### src/rtl/bnn_pkg.sv
// Shared widths, FSM states and pipeline tag for the binary-NN layer engine.
package bnn_pkg;

   localparam int LANES        = 16;
   localparam int IN_WORDS_MAX = 64;
   localparam int OUT_MAX      = 1024;
   localparam int W_ADDR_LEN   = 16;
   localparam int X_ADDR_LEN   = $clog2(IN_WORDS_MAX);
   localparam int Y_ADDR_LEN   = $clog2(OUT_MAX);
   localparam int ACC_W        = $clog2(IN_WORDS_MAX * LANES + 1);
   localparam int POP_W        = $clog2(LANES + 1);

   typedef enum logic [1:0] {
      IDLE,
      ISSUE,
      DRAIN,
      FIN
   } state_t;

   typedef struct packed {
      logic                  first;
      logic                  last;
      logic [Y_ADDR_LEN-1:0] n;
   } tag_t;

endpackage

### src/rtl/bnn_xnor_popcnt.sv
// Combinational LANES-wide XNOR followed by a population count.
module bnn_xnor_popcnt
   import bnn_pkg::*;
(
   input  logic [LANES-1:0] w,
   input  logic [LANES-1:0] x,
   output logic [POP_W-1:0] pop
);

   logic [LANES-1:0] xn;

   assign xn = ~(w ^ x);

   always_comb begin
      pop = '0;
      for (int i = 0; i < LANES; i++) begin
         pop = pop + POP_W'(xn[i]);
      end
   end

endmodule

### src/rtl/bnn_layer_engine.sv
// Fully-connected binary layer: streams weight/activation words, accumulates
// XNOR-popcount per neuron and writes the sign bit plus raw score.
module bnn_layer_engine
   import bnn_pkg::*;
(
   input  logic                  clk,
   input  logic                  rst,
   input  logic                  start,
   input  logic [X_ADDR_LEN:0]   cfg_in_words,
   input  logic [Y_ADDR_LEN:0]   cfg_out_neurons,
   output logic                  busy,
   output logic                  done,
   output logic                  w_en,
   output logic [W_ADDR_LEN-1:0] w_addr,
   input  logic [LANES-1:0]      w_rdata,
   output logic                  x_en,
   output logic [X_ADDR_LEN-1:0] x_addr,
   input  logic [LANES-1:0]      x_rdata,
   output logic                  y_we,
   output logic [Y_ADDR_LEN-1:0] y_addr,
   output logic                  y_bit,
   output logic [ACC_W-1:0]      y_score
);

   state_t state, state_nx;

   logic [X_ADDR_LEN:0]   in_words, in_clamp;
   logic [Y_ADDR_LEN:0]   out_neurons, out_clamp;
   logic [X_ADDR_LEN-1:0] k;
   logic [Y_ADDR_LEN-1:0] n;
   logic [W_ADDR_LEN-1:0] w_cnt;
   logic                  drain_cnt;
   logic                  last_word, last_neuron, cfg_zero;

   tag_t             tag_q;
   logic             vld_q;
   logic [POP_W-1:0] pop;
   logic [ACC_W-1:0] acc, acc_nx;
   logic [ACC_W:0]   thr;

   assign in_clamp = (cfg_in_words > (X_ADDR_LEN+1)'(IN_WORDS_MAX))
                   ? (X_ADDR_LEN+1)'(IN_WORDS_MAX) : cfg_in_words;
   assign out_clamp = (cfg_out_neurons > (Y_ADDR_LEN+1)'(OUT_MAX))
                    ? (Y_ADDR_LEN+1)'(OUT_MAX) : cfg_out_neurons;
   assign cfg_zero = (cfg_in_words == '0) || (cfg_out_neurons == '0);

   assign last_word   = ({1'b0, k} == in_words - (X_ADDR_LEN+1)'(1));
   assign last_neuron = ({1'b0, n} == out_neurons - (Y_ADDR_LEN+1)'(1));

   assign busy   = (state != IDLE);
   assign done   = (state == FIN);
   assign w_en   = (state == ISSUE);
   assign x_en   = (state == ISSUE);
   assign w_addr = w_cnt;
   assign x_addr = k;

   always_ff @(posedge clk) begin
      if (rst) state <= IDLE;
      else     state <= state_nx;
   end

   always_comb begin
      state_nx = state;
      unique case (state)
         IDLE:    if (start) state_nx = cfg_zero ? FIN : ISSUE;
         ISSUE:   if (last_word && last_neuron) state_nx = DRAIN;
         DRAIN:   if (drain_cnt) state_nx = FIN;
         FIN:     state_nx = IDLE;
         default: state_nx = IDLE;
      endcase
   end

   // w_cnt runs linearly across the whole layer, avoiding an n*in_words multiply
   always_ff @(posedge clk) begin
      if (rst) begin
         in_words    <= '0;
         out_neurons <= '0;
         k           <= '0;
         n           <= '0;
         w_cnt       <= '0;
         drain_cnt   <= 1'b0;
      end else begin
         if (state == IDLE && start) begin
            in_words    <= in_clamp;
            out_neurons <= out_clamp;
         end
         if (state == ISSUE) begin
            w_cnt <= (last_word && last_neuron)
                   ? '0 : w_cnt + W_ADDR_LEN'(1);
            k     <= last_word ? '0 : k + X_ADDR_LEN'(1);
            if (last_word)
               n <= last_neuron ? '0 : n + Y_ADDR_LEN'(1);
         end
         drain_cnt <= (state == DRAIN) ? ~drain_cnt : 1'b0;
      end
   end

   bnn_xnor_popcnt u_pop (
      .w   (w_rdata),
      .x   (x_rdata),
      .pop (pop)
   );

   assign acc_nx = tag_q.first ? ACC_W'(pop) : acc + ACC_W'(pop);
   // Tie (score exactly half) counts as non-negative
   assign thr = (ACC_W+1)'(in_words) * (ACC_W+1)'(LANES);

   always_ff @(posedge clk) begin
      if (rst) begin
         vld_q   <= 1'b0;
         tag_q   <= '0;
         acc     <= '0;
         y_we    <= 1'b0;
         y_addr  <= '0;
         y_bit   <= 1'b0;
         y_score <= '0;
      end else begin
         vld_q       <= (state == ISSUE);
         tag_q.first <= (k == '0);
         tag_q.last  <= last_word;
         tag_q.n     <= n;
         y_we        <= vld_q && tag_q.last;
         if (vld_q) acc <= acc_nx;
         if (vld_q && tag_q.last) begin
            y_addr  <= tag_q.n;
            y_score <= acc_nx;
            y_bit   <= ({acc_nx, 1'b0} >= thr);
         end
      end
   end

endmodule

### config.mk
export PLATFORM = sky130hd
export DESIGN_NAME = bnn_layer_engine
export DESIGN_NICKNAME = d
export VERILOG_FILES = /design/src/rtl/bnn_pkg.sv /design/src/rtl/bnn_xnor_popcnt.sv /design/src/rtl/bnn_layer_engine.sv
export SDC_FILE = /design/constraint.sdc
export NUM_CORES = 1
export LEC_CHECK = 0
export ABC_AREA = 1
export CORE_MARGIN = 2
export CORE_UTILIZATION = 55
export DETAILED_ROUTE_END_ITERATION = 8
export PLACE_DENSITY = 0.8
export SLEW_MARGIN = 20
export SYNTH_ARGS = -nofsm -noshare
export SYNTH_HDL_FRONTEND = slang
export SYNTH_SLANG_ARGS = --single-unit
### constraint.sdc
create_clock -name clk -period 20.2 [get_ports clk]
set_input_delay 3.03 -clock clk [delete_from_list [all_inputs] [get_ports clk]]
set_output_delay 3.03 -clock clk [all_outputs]
set_load 0.1 [all_outputs]
# Yosys cells after proc, flatten, opt, wreduce, memory -nomap -nowiden
# Index checks and enable logic that the tools add are counted.
# W data, S select, Z words.
[totals]
ff_bits = 100
latchBits = 0
ramBits = 0
romBits = 0
inputBits = 53
output_inout_bits = 49
word_cells = 75
memories = 0
[classes]
add_sub_neg = 21
n_mul = 0
div = 0
order_cmp = 3
eq_ne = 8
shifts = 0
n_mux = 11
bitwise_logic = 4
reduce_logical = 12
[ops]
columns = ["operator", "n"]
rows = [
  ["$add A5 B1 Y5", 14],
  ["$mux W11", 2],
  ["$add A16 B1 Y16 const B", 1],
  ["$mux W16", 1],
  ["$not A16 Y16", 1],
  ["$xor A16 B16 Y16", 1],
  ["$ge A12 B11 Y1", 1],
  ["$add A11 B5 Y11", 1],
  ["$eq A10 B11 Y1", 1],
  ["$gt A11 B11 Y1 const B", 1],
  ["$logic_not A11 Y1", 1],
  ["$sub A11 B1 Y11 const B", 1],
  ["$add A10 B1 Y10 const B", 1],
  ["$mux W10", 1],
  ["$mux W2", 4],
  ["$pmux W2 S4", 1],
  ["$eq A6 B7 Y1", 1],
  ["$gt A7 B7 Y1 const B", 1],
  ["$logic_not A7 Y1", 1],
  ["$mux W7", 1],
  ["$sub A7 B1 Y7 const B", 1],
  ["$add A6 B1 Y6 const B", 1],
  ["$logic_not A6 Y1", 1],
  ["$mux W6", 1],
  ["other kinds (13)", 18],
]

# Logic depth before layout (Yosys ltp)
# Gate-level depths: netlist (run 1).
[logic_depth]
ltp_word = 20
mapped_depth = 34
ltp_nobuf = 34

# By module
# A second synthesis (run 1) with hierarchy kept.
[unflattened]
cells_unflattened = 787
area_unflattened_um2 = 5675.4
[modules_own_cells]
columns = ["mod", "n_inst", "cells_each", "area_each_um2"]
rows = [
  ["bnn_layer_engine", 1, 733, 5173.7],
  ["bnn_xnor_popcnt", 1, 54, 501.7],
]

# Worst setup path before layout (run 1)
# OpenSTA, ideal clock, no wires.
[synth_timing]
kind = "input to register"
startpoint = "in w_rdata[0]"
endpoint = "reg y_bit"
arrival_ns = 8.405
slack_ns = 11.676
path_stages = 34
path_buffers = 0
cell_sequence = "xnor2_1 > ha_1 > inv_1 > fa_1 > fa_1 > fa_1 > inv_1 > fa_1 > fa_1 > inv_1 > fa_1 > inv_1 > nand2_1 > and2_1 > ha_1 > a21oi_1 > nand2_1 > nand2_1 > nand2_1 > a21oi_1 > inv_1 > nand2_1 > nand2_1 > nand3_1 > inv_1 > ha_1 > nand2_1 > nor2_1 > nand4_1 > o21ai_0 > o21bai_1 > nand3b_1 > nor2_1 > nor2_1"
[synth_between]
elab_chain_len = 20
[synth_lines]
columns = ["item", "line", "rtl"]
rows = [
  ["start: declaration", "bnn_layer_engine.sv:15", "input logic [LANES-1:0] w_rdata,"],
  ["$xor A16 B16 Y16", "bnn_xnor_popcnt.sv:12", "assign xn = ~(w ^ x);"],
  ["$not A16 Y16", "bnn_xnor_popcnt.sv:12", ""],
  ["$add A1 B1 Y2", "bnn_xnor_popcnt.sv:17", "pop = pop + POP_W'(xn[i]);"],
  ["$add A5 B1 Y5 (14 in series)", "bnn_xnor_popcnt.sv:17", ""],
  ["$add A11 B5 Y11", "bnn_layer_engine.sv:104", "assign acc_nx = tag_q.first ? ACC_W'(pop) : acc + ACC_W'(pop);"],
  ["$mux W11", "bnn_layer_engine.sv:104", ""],
  ["net acc_nx[7]", "bnn_layer_engine.sv:38", "logic [ACC_W-1:0] acc, acc_nx;"],
  ["$ge A12 B11 Y1", "bnn_layer_engine.sv:127", "y_bit <= ({acc_nx, 1'b0} >= thr);"],
  ["end signal: assignment", "bnn_layer_engine.sv:127", ""],
  ["end: declaration", "bnn_layer_engine.sv:21", "output logic y_bit,"],
]
# The timed path passes the listed nets, and every way through them passes these cells.
# A chain may end at the register's enable or synchronous reset.

# Final worst setup path (run 1)
# Same ends and word-level chain as after synthesis.

==> impl_metrics.env, run 1 <==
export IMPL_min_period_over_period_pct=44.92
export IMPL_tritoncts_num_buffers=9
export IMPL_antennaDiodeCount=0
export IMPL_wire_per_inst_um=13.47
export IMPL_count_of_input_and_output_buffers=101
export IMPL_gp_congestion=0.9100
export IMPL_final_setup_skew_ns=0.01018
export IMPL_yosys_cell_types_count=42
export IMPL_power_combinational_fraction_pct=51.9
export IMPL_ys_seq_area_share_pct=35.20
export IMPL_vertical_die_dimension_um=105.7
export IMPL_worst_skew_pair_latency_ns=0.38
export IMPL_power_per_cell_area_nw_per_um2=116.4
export IMPL_clock_sinks=100
export IMPL_synth_cells=792
export IMPL_mappedNetlistNets=884
export IMPL_clock_root_buffer="sky130_fd_sc_hd__clkbuf_8"
export IMPL_drc=0
export IMPL_synth_yosys_warnings=0
export IMPL_std_cell_rows=37
export IMPL_largest_fanout_on_the_critical_path=5
export IMPL_hold_slack_ns=0.4909
export IMPL_sw_frac_of_total_pct=44.83
export IMPL_final_area_um2=7020
export IMPL_worstMarginPinSlew_ns=1.008
export IMPL_period_minus_slack_ns=9.074
export IMPL_viasPerCell=5.214
export IMPL_async_reset_ff_share_pct=0
export IMPL_crit_path_start_kind="input pin"
export IMPL_die_width_um=105.7
export IMPL_crit_path_end_kind="flop"
export IMPL_placed_cell_area_um2=6771
export IMPL_post_synth_instance_area_um2=5688
export IMPL_ioPinCount=102
export IMPL_dp_final_hpwl_mm=10.36
export IMPL_cts_hold_buffers_added=0
export IMPL_cp_common_cell="sky130_fd_sc_hd__nand2_1"
export IMPL_fin_tns_setup_ns=0
export IMPL_timing_critical_path_required_ns=20.47
export IMPL_design_die_area_um2=11170
export IMPL_syn_area_per_cell_um2=7.182
export IMPL_num_vias=5329
export IMPL_sequential_group_share_of_total_power_pct=28.9
export IMPL_yosys_most_used_dff="sky130_fd_sc_hd__dfxtp_1"
export IMPL_rsz0062_at_grt="no"
export IMPL_drv_max_cap_violation_count=0
export IMPL_drt_first_iter_violations=286
export IMPL_max_freq_mhz=110.2
export IMPL_cts_max_level=3
export IMPL_grt_overflow_total=0
export IMPL_setup_viol=0
export IMPL_hold_path_class="reg -> reg"
export IMPL_slowest_stage="sky130_fd_sc_hd__fa_1"
export IMPL_drt_first_pass_iters=5
export IMPL_internal_power_mw=0.4508
export IMPL_detail_route_antenna_nets=0
export IMPL_cts_tree="done"
export IMPL_cts_post_setup_buffers_inserted=0
export IMPL_total_core_area_um2=10180
export IMPL_vdd_ir_drop_max_mv=0.09682
export IMPL_crit_type="in -> reg"
export IMPL_status="finished, final reports clean"
export IMPL_worst_path_largest_cell_delay_ns=0.56
export IMPL_first_pass_grt_wire_length_mm=23.25
export IMPL_grt_usage_pct=25.52
export IMPL_cts_resized=0
export IMPL_clkPwrFrac_pct=19.2
export IMPL_switching_power_mw=0.3663
export IMPL_grt_pass1_vias=5212
export IMPL_initial_utilization_pct=55.85
export IMPL_slew_headroom_pct=32.58
export IMPL_grt_max_degree=42
export IMPL_critical_path_arrival_ns=9.35
export IMPL_ys_seq_elements=100
export IMPL_antenna_violations_before_repair=0
export IMPL_synth_edf_count=0
export IMPL_cellLeakagePower_nw=3.021
export IMPL_path_clk_slew_ns=0.10
export IMPL_layout_area_overhead_vs_synth_pct=23.43
export IMPL_wl_mm=13.76
export IMPL_ctsLongestPathBuffers=2
export IMPL_slew_violations=0
export IMPL_num_nets_final=973
export IMPL_drive_gt1_share_pct=4.289
export IMPL_hold_violations=0
-- worst max-delay path, delay by kind of cell --
kind | cells | cell delay (ns)
xor+xnor | 1 | 0.15
fa+ha+maj | 9 | 3.63
simple gates | 14 | 1.10
buf+inv | 7 | 0.80
compound gates | 4 | 0.60
-- worst paths after layout --
path                    end  startpoint  slack, ns  cells after the start
setup / recovery      y_bit  w_rdata[0]      11.13                     35
hold / removal    y_addr[0]    tag_q[0]       0.49                      2
setup reg to reg      y_bit      acc[0]      17.43                     18
hold reg to reg   y_addr[0]    tag_q[0]       0.49                      2
-- state kept, by name, indices dropped and copies added (netlist names) --
register and cells:
w_addr 16, tag_q 12, acc 11, out_neurons 11
y_score 11, n 10, y_addr 10, in_words 7
x_addr 6, state 2, drain_cnt 1, vld_q 1
y_bit 1, y_we 1
-- placed cells by master (no fill, tap or decap), types with 3 or more instances in the layout --
cell	instances
sky130_fd_sc_hd__nand2_1	133
sky130_fd_sc_hd__nor2_1	122
sky130_fd_sc_hd__inv_1	112
sky130_fd_sc_hd__clkdlybuf4s50_1	101
sky130_fd_sc_hd__dfxtp_1	100
sky130_fd_sc_hd__nand3_1	46
sky130_fd_sc_hd__a21oi_1	41
sky130_fd_sc_hd__o21ai_0	39
sky130_fd_sc_hd__ha_1	28
sky130_fd_sc_hd__xor2_1	23
sky130_fd_sc_hd__xnor2_1	21
sky130_fd_sc_hd__nor3_1	15
sky130_fd_sc_hd__a211oi_1	12
sky130_fd_sc_hd__fa_1	11
sky130_fd_sc_hd__clkbuf_8	10
sky130_fd_sc_hd__nand4_1	9
sky130_fd_sc_hd__a22oi_1	6
sky130_fd_sc_hd__o211ai_1	5
sky130_fd_sc_hd__or2_2	4
sky130_fd_sc_hd__nor4_1	4
sky130_fd_sc_hd__nand2_2	4
sky130_fd_sc_hd__nand3b_1	4
sky130_fd_sc_hd__o21bai_1	4
sky130_fd_sc_hd__nor2_2	4
sky130_fd_sc_hd__inv_2	3
sky130_fd_sc_hd__bufinv_16	3
-- stage by stage --
step / std cells / util (%) / setup WS, ns / total power, mW
6_report: 1022 / 68.93 / 11.13 / 0.8171
5_1_grt: 1022 / 68.93 / 10.64 / 0.8817
4_1_cts: 1022 / 68.93 / 11.17 / 0.8156
3_5_place_dp: 1006 / 66.49 / 10.77 / 0.6579
3_3_place_gp: 1006 / 66.49 / 11.01 / 0.6399
2_1_floorplan: 792 / - / 11.68 / 0.5600
-- layer usage --
layer  up-vias  routed length, um  track usage (%)
li1       2702                  -                -
met1      2463               5982            30.22
met2       136               6852            45.16
met3        28                637            5.813
met4         0                290            9.117
met5         -                  0                0
-- power by group through the flow --
stage               clock network [mW]  registers (mW)  logic, mW
floorplan                            0           0.248      0.312
global placement                     0           0.239      0.401
detailed placement                   0           0.240      0.418
CTS                              0.158           0.235      0.422
global route                     0.165           0.239      0.478
finish                           0.157           0.236      0.424
-- Yosys cell counts (9+ instances only) --
library cell | n | area (um2)
sky130_fd_sc_hd__nand2_1 | 133 | 499.2
sky130_fd_sc_hd__nor2_1 | 122 | 457.9
sky130_fd_sc_hd__inv_1 | 112 | 420.4
sky130_fd_sc_hd__dfxtp_1 | 100 | 2002
sky130_fd_sc_hd__nand3_1 | 46 | 230.2
sky130_fd_sc_hd__a21oi_1 | 41 | 205.2
sky130_fd_sc_hd__o21ai_0 | 39 | 195.2
sky130_fd_sc_hd__ha_1 | 28 | 350.3
sky130_fd_sc_hd__xor2_1 | 23 | 201.4
sky130_fd_sc_hd__xnor2_1 | 21 | 183.9
sky130_fd_sc_hd__clkbuf_1 | 17 | 63.81
sky130_fd_sc_hd__nor3_1 | 15 | 75.07
sky130_fd_sc_hd__a211oi_1 | 12 | 90.09
sky130_fd_sc_hd__fa_1 | 11 | 220.2
sky130_fd_sc_hd__nand4_1 | 9 | 56.30
-- cells by family (layout without fill, tap and decap cells) --
kind of cell               count (synthesis)  count (layout)  share of synthesized area (%)
DFF                                      100             100                          35.20
xor gates and xnor gates                  44              44                          6.775
AOI/OAI and AO/OA                        116             116                          11.79
adders and majority gates                 39              39                          10.03
and+or+nand+nor                          351             351                          26.42
buffers and inverters                    142             236                          9.789
-- final cells by class --
cell class / instances / area, um2
timing repair buffer: 103 / 1026
fill: 853 / 3164
tap: 136 / 170.2
sequential: 100 / 2002
clock inverter: 6 / 111.4
multi-input combinational: 550 / 3129
inverter: 117 / 444.2
clock buffer: 10 / 137.6
(Power assumes the default switching activity.)
==> inputs of run 2 (changes only) <==
- CORE_UTILIZATION: 55 -> 53
- PLACE_DENSITY: 0.8 -> 0.77
- clock period: 20.2 -> 8.45 ns (I/O delays scaled with it)
==> run 2 against run 1 <==
- clock power up 97%
- power grew 130%
- register-to-register slack got worse by 12 ns
- critical path depth unchanged
- wire length is 4.9% lower
- sequential power up 140%
==> impl_metrics.env, run 2 (same netlist as run 1, synthesis figures left out) <==
export IMPL_cts_tree="done"
export IMPL_grt_pass1_vias=5051
export IMPL_regToRegStartpoint="acc[0]"
export IMPL_dp_final_hpwl_mm=9.934
export IMPL_path_clk_slew_ns=0.10
export IMPL_total_core_area_um2=10370
export IMPL_grt_overflow_total=0
export IMPL_ioPinCount=102
export IMPL_crit_start="x_rdata[1]"
export IMPL_num_nets_final=972
export IMPL_std_cell_rows=37
export IMPL_nFillCells=901
export IMPL_cp_common_cell="sky130_fd_sc_hd__nand2_1"
export IMPL_setup_viol=0
export IMPL_fin_tns_setup_ns=0
export IMPL_wl_met1_mm=5.887
export IMPL_design_die_area_um2=11580
export IMPL_cts_hold_buffers_added=0
export IMPL_finalNonFillerCells=1021
export IMPL_wire_per_inst_um=12.82
export IMPL_route_met2_wl_mm=6.275
export IMPL_cellLeakagePower_nw=2.993
export IMPL_clock_sinks=100
export IMPL_hold_slack_ns=0.4871
export IMPL_largest_fanout_on_the_critical_path=5
export IMPL_numPlacedInstances=1005
export IMPL_ctsLongestPathBuffers=2
export IMPL_initial_utilization_pct=54.85
export IMPL_timing_critical_path_required_ns=8.73
export IMPL_met3_wire_length_um=597
export IMPL_drive_gt1_share_pct=4.068
export IMPL_dr_top_layer="met4"
export IMPL_cts_post_setup_buffers_inserted=0
export IMPL_area_used_by_multi_input_combinational_logic_um2=3129
export IMPL_crit_path_start_kind="input pin"
export IMPL_max_freq_mhz=138.7
export IMPL_cts_resized=0
export IMPL_crit_path_end_kind="flop"
export IMPL_wl_mm=13.09
export IMPL_crit_type="in -> reg"
export IMPL_gp_congestion=0.8660
export IMPL_num_vias=5261
export IMPL_drv_max_cap_violation_count=0
export IMPL_drt_first_iter_violations=351
export IMPL_fin_ws_ns=1.238
export IMPL_postLayoutCoreUtil_pct=67.10
export IMPL_tritoncts_num_buffers=9
export IMPL_clock_root_buffer="sky130_fd_sc_hd__clkbuf_8"
export IMPL_count_of_input_and_output_buffers=101
export IMPL_grt_usage_pct=23.99
export IMPL_status="finished, final reports clean"
export IMPL_critical_path_arrival_ns=7.49
export IMPL_detail_route_antenna_nets=0
export IMPL_hold_violations=0
export IMPL_slowest_stage="sky130_fd_sc_hd__fa_1"
export IMPL_slew_violations=0
export IMPL_final_setup_skew_ns=0.01327
export IMPL_worstMarginPinSlew_ns=1.002
export IMPL_viasPerCell=5.153
export IMPL_rsz0062_at_grt="no"
export IMPL_power_per_cell_area_nw_per_um2=268.2
export IMPL_drt_first_pass_iters=5
export IMPL_hold_path_class="reg -> reg"
export IMPL_drc=0
export IMPL_worst_path_largest_cell_delay_ns=0.56
export IMPL_antenna_violations_before_repair=0
export IMPL_vdd_ir_drop_max_mv=0.3446
export IMPL_final_seq_area_um2=2002
export IMPL_first_pass_grt_wire_length_mm=22.38
export IMPL_slew_headroom_pct=33.00
export IMPL_layout_common_cells="sky130_fd_sc_hd__nand2_1 (133), sky130_fd_sc_hd__nor2_1 (122), sky130_fd_sc_hd__inv_1 (111), sky130_fd_sc_hd__clkdlybuf4s50_1 (101), sky130_fd_sc_hd__dfxtp_1 (100)"
export IMPL_period_minus_slack_ns=7.212
export IMPL_largest_register_ffs=16
export IMPL_hold_start="y_addr[7]"
export IMPL_die_width_um=107.6
export IMPL_worst_skew_pair_latency_ns=0.38
export IMPL_place_worst_setup_slack_ns=0.8119
export IMPL_vertical_die_dimension_um=107.6
export IMPL_layout_commonest_cell="sky130_fd_sc_hd__nand2_1"
export IMPL_layout_area_overhead_vs_synth_pct=22.33
export IMPL_grt_max_degree=42
export IMPL_min_period_over_period_pct=85.34
export IMPL_cts_max_level=3
export IMPL_antennaDiodeCount=0
-- run 2: routing by layer --
layer	track usage [%]	vias up
li1	-	2692
met1	29.70	2397
met2	41.02	141
met3	4.782	31
met4	9.158	0
met5	0	-
-- run 2: path summary, 6_finish.rpt --
path | depth (start not counted) | slack, ns | to
worst max-delay path | 35 | 1.24 | y_bit
worst min-delay path | 2 | 0.49 | y_addr[7]
worst max register to register | 18 | 5.73 | y_bit
worst min register to register | 2 | 0.49 | y_addr[7]
-- run 2: layout make-up --
type / count / area share [%]
Clock inverter: 4 / 0.7013
Sequential cell: 100 / 28.77
Clock buffer: 12 / 2.086
Inverter: 117 / 6.384
Tap cell: 136 / 2.446
Timing Repair Buffer: 102 / 14.64
Multi-Input combinational cell: 550 / 44.97
-- run 2: metrics by stage --
step / cell area, um2 / total power [mW]
floorplan: 5688 / 1.339
global placement: 6764 / 1.526
detailed placement: 6764 / 1.565
CTS: 6958 / 1.877
global route: 6958 / 2.044
finish: 6958 / 1.866
-- run 2: critical path, delay by kind of cell --
| family | cells | cell delay (ns) |
|---|---|---|
| xor+xnor | 1 | 0.14 |
| compound gates | 4 | 0.59 |
| buf+inv | 7 | 0.80 |
| simple gates | 14 | 1.09 |
| fa+ha+maj | 9 | 3.59 |
-- run 2: where the power goes --
part | internal, mW | total (mW) | leakage (nW) | switching, mW
Clock | 0.145 | 0.310 | 0.100 | 0.165
Combinational | 0.354 | 0.991 | 2.08 | 0.637
Sequential | 0.515 | 0.565 | 0.811 | 0.0498
Total | 1.01 | 1.87 | 2.99 | 0.852
